--- src/rtl/audio_receiver.sv ---
// audio_receiver: I2S ADC capture, clocks from clk, 16-bit L/R samples.
// Ports: clk, rst (async low), audio_sdout in; mclk/sclk/lrclk, left/right/valid out.
module audio_receiver #(
  parameter int DATA_W = 16
) (
  input  logic              clk,
  input  logic              rst,
  input  logic              audio_sdout,
  output logic              audio_mclk,
  output logic              audio_sclk,
  output logic              audio_lrclk,
  output logic [DATA_W-1:0] audio_left,
  output logic [DATA_W-1:0] audio_right,
  output logic              audio_valid
);

  localparam logic [9:0] CAP_L = 10'(DATA_W * 16 + 7);
  localparam logic [9:0] CAP_R = 10'(512 + DATA_W * 16 + 7);

  logic [9:0]        cnt;
  logic [4:0]        slot;
  logic              samp;
  logic              in_data;
  logic [DATA_W-2:0] sh;
  logic [DATA_W-1:0] sh_next;
  logic [DATA_W-1:0] left_hold;

  assign slot    = cnt[8:4];
  assign samp    = (cnt[3:0] == 4'd7);
  assign in_data = (slot >= 5'd1) && (slot <= 5'(DATA_W));

  assign audio_mclk  = cnt[1];
  assign audio_sclk  = cnt[3];
  assign audio_lrclk = cnt[9];

  // Slot 1 starts a fresh word so nothing leaks across channels.
  always_comb begin
    sh_next = {sh, audio_sdout};
    if (slot == 5'd1)
      sh_next = {{(DATA_W-1){1'b0}}, audio_sdout};
  end

  always_ff @(posedge clk or negedge rst) begin
    if (!rst) begin
      cnt         <= '0;
      sh          <= '0;
      left_hold   <= '0;
      audio_left  <= '0;
      audio_right <= '0;
      audio_valid <= 1'b0;
    end else begin
      cnt         <= cnt + 10'd1;
      audio_valid <= 1'b0;
      if (samp && in_data)
        sh <= sh_next[DATA_W-2:0];
      if (cnt == CAP_L)
        left_hold <= sh_next;
      // Left/right of one lrclk frame are published together.
      if (cnt == CAP_R) begin
        audio_right <= sh_next;
        audio_left  <= left_hold;
        audio_valid <= 1'b1;
      end
    end
  end

endmodule

--- config.mk ---
export PLATFORM = sky130hd
export DESIGN_NAME = audio_receiver
export DESIGN_NICKNAME = d
export VERILOG_FILES = /design/src/rtl/audio_receiver.sv
export SDC_FILE = /design/constraint.sdc
export NUM_CORES = 1
export LEC_CHECK = 0
export CAP_MARGIN = 40
export CORE_MARGIN = 4
export CORE_UTILIZATION = 55
export CTS_CLUSTER_DIAMETER = 150
export CTS_CLUSTER_SIZE = 40
export DETAILED_ROUTE_END_ITERATION = 10
export PLACE_DENSITY = 0.87
export SLEW_MARGIN = 10
export SYNTH_ARGS = -nofsm -noshare
export SYNTH_HDL_FRONTEND = slang
export SYNTH_SLANG_ARGS = --single-unit
--- constraint.sdc ---
create_clock -name clk -period 3.6 [get_ports clk]
set_input_delay 0.72 -clock clk [delete_from_list [all_inputs] [get_ports clk]]
set_output_delay 0.72 -clock clk [all_outputs]
set_load 0.01 [all_outputs]
==> flow_summary.yaml <==
timing:
  fin_worst_skew_ps: 7.89
  rsz0062_at_grt: "false"
  period_needed_ps: 2400
  slew-limit-headroom_pct: 45.7
  finalSetupTns_ps: 0
  worst_pin_slew_ps: 812
  period_share_pct: 66.5
  setup-violations-final: 0
  maxSlewViolCount: 0
  fmax_mhz: 418
  finalWorstSetupSlack_ps: 1200
  hold_viol_final: 0
placed_design:
  globalplace.congestion: 0.792
  portBuffers: 38
  dp.cells: 294
  post-place-ws_ps: 1210
  hpwl_um: 3120
  dpl_cell_area_um2: 3420
cts:
  cts_resized: 0
  insertion_delay_ps: 340
  postCtsHoldBufs: 0
  clockBufferDepth: 2
  cts_buffers: 9
  htreeDepth: 3
  post-cts-setup-buffer-count: 0
  cts.sinks: 74
  clkTransAtPathRegs_ps: 80
  cts_tree: "done"
  clockRootBuffer: "clkbuf_8"
worst_hold_path:
  hp-class: "input pin to asynchronous set/reset pin"
yosys:
  ys_seq_area_share_pct: 62.0
  syn-instance-count: 191
  synth_top_area_share_pct: 62.0
  syn_area_per_cell_um2: 15.6
  ys_seq_elements: 74
  synthDistinctLibCells: 23
  synthesis.nets: 195
  yosys_warnings: 0
  yosysTopAreaCell: "dfrtp_1"
  synth_area_leaders: "dfrtp_1 (62%), mux2_2 (24%), a21boi_0 (3.8%), buf_6 (1.5%), xnor2_1 (1.2%)"
  mappedNetlistArea_um2: 2990
drt:
  drt-initial-drc-count: 77
  vias: 1671
  detail-route-antenna-nets: 0
  drc_errors: 0
  avgViaCountPerCell: 5.39
  wl_per_cell_um: 15.4
  routed_wl_um: 4770
  first_pass_iters: 4
die:
  start_util_pct: 57.7
  core_region_area_um2: 5170
  die_x_um: 81.7
  dieArea_um2: 6670
  row_count: 26
  die_h_um: 81.7
  io_pins: 39
final_layout:
  final_cells: 310
  fin_util_pct: 70.4
  fillerInstances: 368
  final_cell_area_um2: 3640
  num-nets-final: 239
  n_antenna_cell: 0
  final_cell_mix: "dfrtp_1 (74), mux2_2 (63), clkdlybuf4s50_1 (37)"
  syn_to_final_growth_pct: 21.9
  drive_gt1_share_pct: 35.8
  final_common_cell: "dfrtp_1"
worst_setup_path:
  cp_slowest_stage_delay_ps: 730
  crit_fanout: 16
  criticalPathCategory: "flip-flop to flip-flop"
  startpoint_type: "flip-flop"
  critPathRequiredTime_ps: 3820
  arrival_ps: 2610
  cp_slowest_cell: "nor3_4"
  crit_chain: "or4_1 -> nor3_4 -> mux2_2"
  cp-end-kind: "flip-flop"
global_routing:
  grtUsageTotal_pct: 16.9
  grt_pass1_wl_um: 8310
  grt_max_degree: 59
  grt_antenna_before_repair: 0
  first_global_vias: 1731
  overflow: 0
run:
  cap_violations: 0
power_and_ir_drop:
  p_per_area_nw_per_um2: 427
  power_leakage_nw: 1.74
  peakVddDrop_uv: 292
status:
  status: "complete, no violations"
-- area by class of cell --
| cell class | count | area, µm² | share of cell area, % |
|---|---|---|---|
| inverter | 2 | 7.51 | 0.206 |
| clock buffer | 10 | 138 | 3.78 |
| timing repair buffer | 41 | 420 | 11.6 |
| multi-input combinational | 107 | 1050 | 29.0 |
| sequential | 74 | 1850 | 50.9 |
| clock inverter | 6 | 80.1 | 2.20 |
| tap | 70 | 87.6 | 2.41 |
-- cell families after synthesis --
logic type / synth area share, %
buffers and inverters: 2.68
AND/OR/NAND/NOR: 4.27
XOR/XNOR: 2.35
adder cells (fa/ha/maj): 0.419
AO/OA/AOI/OAI: 3.77
flip-flops: 62.0
multiplexers: 24.5
-- per-layer routing --
metal / vias to the layer above / track usage (%) / part of all wire, %
met5: - / 0 / 0
met4: 0 / 9.97 / 2.9
met3: 15 / 3.84 / 4.3
met2: 49 / 24.6 / 45
met1: 840 / 23.3 / 48
li1: 767 / - / -
-- worst paths after layout --
path                         from             to  slack, ps  cells after the start
setup / recovery           cnt[7]  left_hold[10]       1200                      3
hold / removal                rst         sh[10]        240                      1
setup reg to reg           cnt[7]  left_hold[10]       1200                      3
hold reg to reg            cnt[0]         cnt[0]        450                      1
max in group asynchronous     rst  left_hold[12]       2820                      2
min in group clk           cnt[0]         cnt[0]        450                      1
-- cells in the mapped netlist --
master / number
inv_1: 2
mux2_2: 63
xnor2_1: 4
nor2_1: 3
and3_1: 1
mux2i_4: 1
nor2b_1: 1
nor3_1: 2
a21boi_0: 15
buf_6: 4
buf_8: 1
or4bb_1: 1
nand3_1: 4
dfrtp_1: 74
ha_1: 1
nand4b_1: 1
nand4_1: 1
clkbuf_1: 2
or4_1: 1
nor3_4: 2
nand2_1: 2
xor2_1: 4
buf_2: 1
-- report_power, final --
group / switching [mW] / leakage [nW] / internal [mW]
clock: 0.293 / 0.116 / 0.404
combinational: 0.0173 / 0.606 / 0.00618
sequential: 0.000453 / 1.02 / 0.832
total: 0.311 / 1.74 / 1.24
-- state kept, by name (all words and copies together) (netlist names) --
name         cells
audio_left      16
left_hold       16
audio_right     16
cnt             10
audio_valid      1
sh              15
-- stage by stage --
step	power, mW	hold slack, ps
floorplan	0.851	420
global placement	0.869	435
detailed placement	0.873	442
CTS	1.57	230
global route	1.61	243
finish	1.55	239
-- worst max-delay path: cells and delay by family, from the launching register on --
kind	cells	cell delay [ps]
simple gates	2	1440
flops	1	420
mux	1	420
(Power assumes the default switching activity.)
